===== config.mk =====
export PLATFORM = sky130hd
export DESIGN_NAME = uart_tx_arbiter
export DESIGN_NICKNAME = d
export VERILOG_FILES = /design/src/rtl/uart_tx_arbiter.sv
export SDC_FILE = /design/constraint.sdc
export NUM_CORES = 1
export LEC_CHECK = 0
export CAP_MARGIN = 15
export CELL_PAD_IN_SITES_DETAIL_PLACEMENT = 1
export CELL_PAD_IN_SITES_GLOBAL_PLACEMENT = 1
export CORE_AREA = 2 2 88 90
export DETAILED_ROUTE_END_ITERATION = 16
export DIE_AREA = 0 0 90 92
export GPL_ROUTABILITY_DRIVEN = 0
export PLACE_DENSITY_LB_ADDON = 0.1
export SYNTH_ARGS = -nofsm -noshare
export SYNTH_HDL_FRONTEND = slang
export SYNTH_SLANG_ARGS = --single-unit

===== constraint.sdc =====
create_clock -name clk -period 2.93 [get_ports clk]
set_input_delay 0.4395 -clock clk [delete_from_list [all_inputs] [get_ports clk]]
set_output_delay 0.4395 -clock clk [all_outputs]
set_load 0.005 [all_outputs]

===== src/rtl/uart_tx_arbiter.sv =====
// Round-robin arbiter sharing one UART transmitter among NUM_REQ byte streams, locked per packet.
// Grant 1 cycle after request, tx_start 1 cycle after handshake; req_ready only to the owner in LOAD with tx idle.
module uart_tx_arbiter #(
  parameter int NUM_REQ       = 4,
  parameter int MAX_BURST     = 16,
  parameter int STALL_TIMEOUT = 1024,
  parameter int BUSY_TIMEOUT  = 4
) (
  input  logic                 clk,
  input  logic                 rst,
  input  logic [NUM_REQ-1:0]   req_valid,
  input  logic [8*NUM_REQ-1:0] req_data,
  input  logic [NUM_REQ-1:0]   req_last,
  output logic [NUM_REQ-1:0]   req_ready,
  output logic [7:0]           tx_data,
  output logic                 tx_start,
  input  logic                 tx_busy,
  output logic [NUM_REQ-1:0]   grant,
  output logic                 active
);

  localparam int PTR_W   = $clog2(NUM_REQ);
  localparam int STALL_W = $clog2(STALL_TIMEOUT + 1);
  localparam int BUSY_W  = $clog2(BUSY_TIMEOUT + 1);

  typedef enum logic [2:0] {IDLE, LOAD, START, WAIT_HI, WAIT_LO} state_t;

  state_t              state;
  logic [PTR_W-1:0]    rr_ptr;
  logic [PTR_W-1:0]    gidx;
  logic [7:0]          burst_cnt;
  logic [STALL_W-1:0]  stall_cnt;
  logic [BUSY_W-1:0]   busy_cnt;
  logic                last_q;

  logic                pick_vld;
  logic [PTR_W-1:0]    pick_idx;
  logic [NUM_REQ-1:0]  pick_oh;
  logic [7:0]          sel_data;
  logic                sel_valid;
  logic                sel_last;
  logic [PTR_W-1:0]    next_ptr;
  logic                pkt_end;

  // First valid requester at or after rr_ptr, wrapping modulo NUM_REQ.
  always_comb begin
    logic [PTR_W:0] sum;
    pick_vld = 1'b0;
    pick_idx = '0;
    sum      = '0;
    for (int i = 0; i < NUM_REQ; i++) begin
      sum = {1'b0, rr_ptr} + (PTR_W+1)'(i);
      if (sum >= (PTR_W+1)'(NUM_REQ)) sum = sum - (PTR_W+1)'(NUM_REQ);
      if (!pick_vld && req_valid[sum[PTR_W-1:0]]) begin
        pick_vld = 1'b1;
        pick_idx = sum[PTR_W-1:0];
      end
    end
  end

  always_comb begin
    sel_data  = '0;
    sel_valid = 1'b0;
    sel_last  = 1'b0;
    pick_oh   = '0;
    for (int i = 0; i < NUM_REQ; i++) begin
      if (gidx == PTR_W'(i)) begin
        sel_data  = req_data[8*i +: 8];
        sel_valid = req_valid[i];
        sel_last  = req_last[i];
      end
      pick_oh[i] = (pick_idx == PTR_W'(i));
    end
  end

  assign next_ptr  = (gidx == PTR_W'(NUM_REQ - 1)) ? '0 : gidx + 1'b1;
  assign pkt_end   = last_q || (burst_cnt == 8'(MAX_BURST));
  assign req_ready = (state == LOAD && !tx_busy) ? grant : '0;

  always_ff @(posedge clk) begin
    if (rst) begin
      state     <= IDLE;
      grant     <= '0;
      active    <= 1'b0;
      tx_start  <= 1'b0;
      tx_data   <= 8'h00;
      rr_ptr    <= '0;
      gidx      <= '0;
      burst_cnt <= '0;
      stall_cnt <= '0;
      busy_cnt  <= '0;
      last_q    <= 1'b0;
    end else begin
      tx_start <= 1'b0;
      case (state)
        IDLE: begin
          if (pick_vld) begin
            grant     <= pick_oh;
            gidx      <= pick_idx;
            active    <= 1'b1;
            burst_cnt <= '0;
            stall_cnt <= '0;
            state     <= LOAD;
          end
        end
        LOAD: begin
          if (sel_valid && !tx_busy) begin
            tx_data   <= sel_data;
            last_q    <= sel_last;
            if (burst_cnt != 8'hFF) burst_cnt <= burst_cnt + 8'd1;
            stall_cnt <= '0;
            tx_start  <= 1'b1;
            state     <= START;
          end else if (!sel_valid) begin
            // Owner went quiet mid-packet: give the line to someone else.
            if (stall_cnt == STALL_W'(STALL_TIMEOUT - 1)) begin
              grant  <= '0;
              active <= 1'b0;
              rr_ptr <= next_ptr;
              state  <= IDLE;
            end else begin
              stall_cnt <= stall_cnt + 1'b1;
            end
          end
        end
        START: begin
          busy_cnt <= '0;
          state    <= WAIT_HI;
        end
        WAIT_HI: begin
          if (tx_busy) begin
            state <= WAIT_LO;
          end else if (busy_cnt == BUSY_W'(BUSY_TIMEOUT - 1)) begin
            // Transmitter never acknowledged; treat the byte as sent.
            if (pkt_end) begin
              grant  <= '0;
              active <= 1'b0;
              rr_ptr <= next_ptr;
              state  <= IDLE;
            end else begin
              state <= LOAD;
            end
          end else begin
            busy_cnt <= busy_cnt + 1'b1;
          end
        end
        WAIT_LO: begin
          if (!tx_busy) begin
            if (pkt_end) begin
              grant  <= '0;
              active <= 1'b0;
              rr_ptr <= next_ptr;
              state  <= IDLE;
            end else begin
              state <= LOAD;
            end
          end
        end
        default: state <= IDLE;
      endcase
    end
  end

endmodule


==> impl_metrics.json, run 1 <==
{
  "outcome": "completed",
  "vias": 2629,
  "crit_chain": "or3b_1, buf_4, nor3_1, clkdlybuf4s50_1",
  "hold_viol": 0,
  "die_area_um2": 8280,
  "power_switching_uw": 470.3,
  "cts.clk_slew.worst_paths_ps": 100,
  "end_kind": "primary output",
  "grt_pass1_vias": 2734,
  "regArea_um2": 880.8,
  "slew_headroom_pct": 53.35,
  "wire_per_inst_um": 16.57,
  "synth_compound_area_share_pct": 25.35,
  "cts_htree_levels": 2,
  "cp_max_fo": 10,
  "fin_tns_setup_ps": 0,
  "finalWorstSetupSlack_ps": 242.7,
  "drive_gt1_share_pct": 8.073,
  "grt.total_usage_pct": 19.89,
  "setup_violations": 0,
  "n_antenna_cell": 0,
  "fmax_ghz": 0.3721,
  "yosysSeqAreaShare_pct": 33.67,
  "synth_area_leader_cell": "dfxtp_1",
  "area_growth_pct": 31.09,
  "crit_required_ps": 2490,
  "fill_cells": 947,
  "muxShareOfSynthArea_pct": 0.7652,
  "multiInputGateArea_um2": 1589,
  "p_per_area_nw_per_um2": 446.9,
  "critPathLaunchType": "register",
  "syn_nets": 376,
  "place_ws_ps": 234.7,
  "insertion_delay_ps": 310,
  "final_nets": 435,
  "synth_edf_count": 0,
  "min_path_type": "register to register",
  "ys_seq_elements": 44,
  "cp.arrival_ps": 2250,
  "critical_path_class": "register to primary output",
  "period_minus_slack_ps": 2687,
  "yosys.area_share.simple_pct": 29.65,
  "regToRegStartpoint": "gidx[1]",
  "synth_commonest_cells": "dfxtp_1 (44), nor2_1 (26), a21oi_1 (25), nand2_1 (25), nor3_1 (25)",
  "drtIter0Drc": 134,
  "post-route-drc-count": 0,
  "synthXorXnorAreaFrac_pct": 0.6695,
  "grt_max_degree": 22,
  "postSynth.asyncResetShare_pct": 0,
  "routed_wl_um": 8055,
  "synth_adder_area_share_pct": 4.304,
  "first_pass_iters": 4,
  "p_seq_share_pct": 42.5,
  "antenna_found_initial": 0,
  "clock_path_buffers": 2,
  "p_clk_share_pct": 32.2,
  "p_sw_share_pct": 30.69,
  "numCtsBuffers": 5,
  "syn_inst": 324,
  "synth_ff_type": "dfxtp_1",
  "rsz0062_at_grt": "no",
  "die_h_um": 92,
  "core_area_um2": 7447,
  "synthDistinctLibCells": 57,
  "synth.top_cell.area_share_pct": 33.67,
  "cp_top_family": "buffers and inverters",
  "ctsResizeCount": 0,
  "io_pins": 61,
  "via_per_inst": 5.409,
  "synth.cell_area_um2": 2616,
  "port_buffers": 60,
  "grt_pass1_wl_um": 13340,
  "max_slew.worst_pin.slew_ps": 699.8,
  "cts_hold_buf": 0,
  "die_w_um": 90,
  "cts_tree": "yes",
  "netlist_top_cells_area": "dfxtp_1 (34%), a21oi_1 (4.8%), nor3_1 (4.8%)",
  "timing.final.crit_share_pct": 91.72,
  "r2r_cells": 7,
  "grt_remaining_overflow": 0,
  "finalMaxSlewViolations": 0,
  "synth_top_family_by_area": "simple AND/OR/NAND/NOR gates",
  "critPathCapture": "req_ready[1]",
  "r2r_end": "stall_cnt[7]",
  "postSynthAreaPerCell_um2": 8.075,
  "ant_nets": 0,
  "start_util_pct": 35.13,
  "p_comb_share_pct": 25.3,
  "placementRows": 32,
  "ir_drop_mv": 0.1805,
  "cellLeakagePower_uw": 0.001195,
  "timing.reg2reg.setup_slack_ps": 320,
  "synth.most_common_cell": "dfxtp_1",
  "dpl.hpwl_um": 6182,
  "slowest_delay_ps": 580,
  "skew_ps": 15.31,
  "postCtsSetupBuffers": 0,
  "p_int_uw": 1062,
  "root_buffer": "clkbuf_8",
  "path_buf_inv": 2,
  "drv_cap": 0,
  "crit_slowest_cell": "clkdlybuf4s50_1",
  "critical_path.startpoint": "state[2]",
  "fin_util_pct": 46.05,
  "cts.sinks": 44,
  "ys.warnings.count": 0,
  "cp_num_cells": 4
}
registers in the layout (all words and copies together), names as in the netlist:
signal and count:
active 1, burst_cnt 8, busy_cnt 3, gidx 2, grant 4, last_q 1, rr_ptr 2, stall_cnt 11
state 3, tx_data 8, tx_start 1
stage by stage:
step	cells	hold slack, ps	area (um2)	power [uW]
4_1_cts	486	469.3	3430	1551
3_5_place_dp	478	457.9	3314	1054
5_1_grt	486	489.3	3430	1614
3_3_place_gp	478	456.6	3314	1048
6_report	486	465.0	3430	1533
2_1_floorplan	324	437.7	2616	886.3
power groups by stage:
stage	registers (uW)	clock network [uW]	logic [uW]
global placement	664	0	384
finish	651	494	388
detailed placement	664	0	390
CTS	651	509	392
global route	655	531	429
floorplan	658	0	228
worst min path at each step:
stage                        from             to  slack, ps  cells past startpoint
detailed placement  stall_cnt[10]  stall_cnt[10]        460                      1
global placement    stall_cnt[10]  stall_cnt[10]        460                      1
finish              stall_cnt[10]  stall_cnt[10]        470                      1
CTS                 stall_cnt[10]  stall_cnt[10]        470                      1
floorplan           stall_cnt[10]  stall_cnt[10]        440                      1
global route        stall_cnt[10]  stall_cnt[10]        490                      1
layout by cell type (no fill, tap or decap), drive strengths merged, types with 4 or more instances in the layout:
cell type,n
clkdlybuf4s50,60
a211oi,9
or4,6
or2,4
nand2,25
a221oi,11
dfxtp,44
buf,9
clkbuf,5
nand2b,5
nand3,10
nor3,27
nor2,27
inv,14
nor2b,14
or3,8
a21oi,26
ha,9
o21ai,16
a211o,4
cell families after synthesis:
logic type | count (synthesis)
flip-flops | 44
AND/OR/NAND/NOR | 143
multiplexers | 2
adder cells (fa/ha/maj) | 9
AO/OA/AOI/OAI | 94
XOR/XNOR | 2
buffers and inverters | 30
final cells by class:
class / count / area share, %
sequential: 44 / 25.68
clock buffer: 5 / 2.007
tap: 102 / 3.721
timing repair buffer: 69 / 19.48
clock inverter: 3 / 1.350
inverter: 13 / 1.423
multi-input combinational: 250 / 46.33
per-layer routing:
metal	vias up	part of all wire, %	global-route usage (%)
li1	1319	-	-
met4	0	0.92	6.026
met2	60	46	33.08
met5	-	0	0
met1	1245	48	25.70
met3	5	5.2	4.601
Note: power is estimated with default switching activity, not from simulation.
==> inputs of run 2 (changes only) <==
--- a/config.mk
+++ b/config.mk
@@ -8,9 +8,9 @@
 export CAP_MARGIN = 15
 export CELL_PAD_IN_SITES_DETAIL_PLACEMENT = 1
 export CELL_PAD_IN_SITES_GLOBAL_PLACEMENT = 1
-export CORE_AREA = 2 2 88 90
+export CORE_AREA = 5 5 97 99
 export DETAILED_ROUTE_END_ITERATION = 16
-export DIE_AREA = 0 0 90 92
+export DIE_AREA = 0 0 102 104
 export GPL_ROUTABILITY_DRIVEN = 0
 export PLACE_DENSITY_LB_ADDON = 0.1
 export SYNTH_ARGS = -nofsm -noshare
==> run 2 against run 1 <==
Compared with the run above:
- clock power shrank 18%
- largest cell class unchanged
- sequential share of layout area fell by 0.17 points
- register-to-register slack improved by 97 ps
- core utilization decreased by 5.3 points
- largest power group unchanged
- global-route usage fell by 4.3 points
- power fell by 5.1%
- combinational power grew 3%
==> impl_metrics.json, run 2 (synthesized netlist as in run 1, its figures left out) <==
{
  "outcome": "completed",
  "cts.clk_slew.worst_paths_ps": 90,
  "largest_reg_flops": 11,
  "area_growth_pct": 31.95,
  "grt_pass1_vias": 2693,
  "dpl.hpwl_um": 6272,
  "critical_path_class": "register to register",
  "crit_required_ps": 3170,
  "p_sw_share_pct": 31.01,
  "vias": 2627,
  "final_nets": 440,
  "start_util_pct": 30.90,
  "cts_hold_buf": 0,
  "placementRows": 34,
  "fin_tns_setup_ps": 0,
  "max_slew.worst_pin.slew_ps": 610.4,
  "fmax_ghz": 0.3980,
  "critPathLaunchType": "register",
  "routedLengthMet1_um": 3921,
  "root_buffer": "clkbuf_8",
  "top_register": "stall_cnt",
  "port_buffers": 60,
  "clock_path_buffers": 2,
  "drtIter0Drc": 93,
  "n_antenna_cell": 0,
  "drv_cap": 0,
  "die_area_um2": 10610,
  "setup_violations": 0,
  "numCtsBuffers": 5,
  "die_h_um": 104,
  "post-route-drc-count": 0,
  "placed_cell_area_um2": 3359,
  "routed_wl_um": 8008,
  "via_per_inst": 5.286,
  "ctsResizeCount": 0,
  "ir_drop_mv": 0.1715,
  "final_cell_mix": "clkdlybuf4s50_1 (60), dfxtp_1 (44), nor2_1 (26)",
  "core_area_um2": 8466,
  "cts.sinks": 44,
  "dr_wl_met3_um": 318,
  "grt_max_degree": 20,
  "period_minus_slack_ps": 2513,
  "cellLeakagePower_uw": 0.001215,
  "ant_nets": 0,
  "insertion_delay_ps": 290,
  "postCtsSetupBuffers": 0,
  "min_path_type": "register to register",
  "cts_htree_levels": 2,
  "slew_headroom_pct": 59.22,
  "place_ws_ps": 282.4,
  "first_pass_iters": 4,
  "wire_per_inst_um": 16.11,
  "hold_viol": 0,
  "maxUsedRoutingLayer": "met4",
  "skew_ps": 5.949,
  "die_w_um": 102,
  "p_int_uw": 1003,
  "finalWorstSetupSlack_ps": 417.1,
  "wl_met2_um": 3664,
  "cp.arrival_ps": 2750,
  "p_per_area_nw_per_um2": 421.1,
  "timing.final.crit_share_pct": 85.76,
  "rsz0062_at_grt": "no",
  "antenna_found_initial": 0,
  "finish.instance_area_um2": 3452,
  "power_switching_uw": 450.8,
  "cp_max_fo": 12,
  "largest_registers": "stall_cnt (11), burst_cnt (8), tx_data (8)",
  "grt_pass1_wl_um": 13490,
  "end_kind": "register",
  "p_comb_share_pct": 27.5,
  "grt.total_usage_pct": 15.55,
  "p_clk_share_pct": 27.8,
  "p_seq_share_pct": 44.7,
  "drive_gt1_share_pct": 9.254,
  "finalMaxSlewViolations": 0,
  "cts_tree": "yes",
  "grt_remaining_overflow": 0,
  "io_pins": 61,
  "final_common_cell": "clkdlybuf4s50_1"
}
==> run 2: changes by cell type in the layout (fill, tap and decap cells not counted), sizes merged <==
cell,delta
buf,+5
clkinv,+2
bufinv,-1
clkbuf,+1
clkinvlp,-1
inv,-1
==> run 2: critical path, cell delays in order, from the launching register on <==
cell and delay, ps:
dfxtp_1 390, inv_1 80, ha_1 330, a211o_1 370, o211a_4 290, or4_4 580, nor4_1 270, a211o_1 140
==> run 2: through the flow <==
step                hold WS, ps  util [%]  power [uW]  cells
global route              475.9     40.78        1544    497
detailed placement        453.6     39.68        1066    489
floorplan                 437.7         -       886.3    324
global placement          449.9     39.68        1061    489
finish                    462.6     40.78        1454    497
CTS                       465.8     40.78        1478    497
==> run 2: path summary, 6_finish.rpt <==
check                  endpoint  cells after the start          start  slack (ps)
setup / recovery   stall_cnt[7]                      7        gidx[1]         420
hold reg to reg   stall_cnt[10]                      1  stall_cnt[10]         460
setup reg to reg   stall_cnt[7]                      7        gidx[1]         420
hold / removal    stall_cnt[10]                      1  stall_cnt[10]         460
==> run 2: power by group through the flow <==
stage | clock, uW | sequential (uW) | combinational [uW]
2_1_floorplan | 0 | 658 | 228
6_report | 404 | 650 | 400
3_5_place_dp | 0 | 664 | 402
4_1_cts | 422 | 651 | 405
3_3_place_gp | 0 | 664 | 397
5_1_grt | 446 | 654 | 444
==> run 2: area by class of cell <==
class | instances | area [um2]
flip-flops and latches | 44 | 880.8
inverters | 13 | 48.80
clock inverters | 2 | 10.01
clock buffers | 6 | 82.58
multi-input cells | 250 | 1589
fillers | 1023 | 5014
well taps | 108 | 135.1
repair buffers | 74 | 705.7
==> run 2: routing by layer <==
layer,track usage [%],vias up
met5,0,-
met4,3.749,0
met3,3.286,7
met2,24.74,50
met1,21.29,1241
li1,-,1329
==> inputs of run 3 (changes only) <==
--- a/config.mk
+++ b/config.mk
@@ -13,6 +13,7 @@
 export DIE_AREA = 0 0 102 104
 export GPL_ROUTABILITY_DRIVEN = 0
 export PLACE_DENSITY_LB_ADDON = 0.1
+export SKIP_CTS_REPAIR_TIMING = 1
 export SYNTH_ARGS = -nofsm -noshare
 export SYNTH_HDL_FRONTEND = slang
 export SYNTH_SLANG_ARGS = --single-unit
==> results of run 3 <==
Final layout, timing and power as in run 2 (identical DEF).
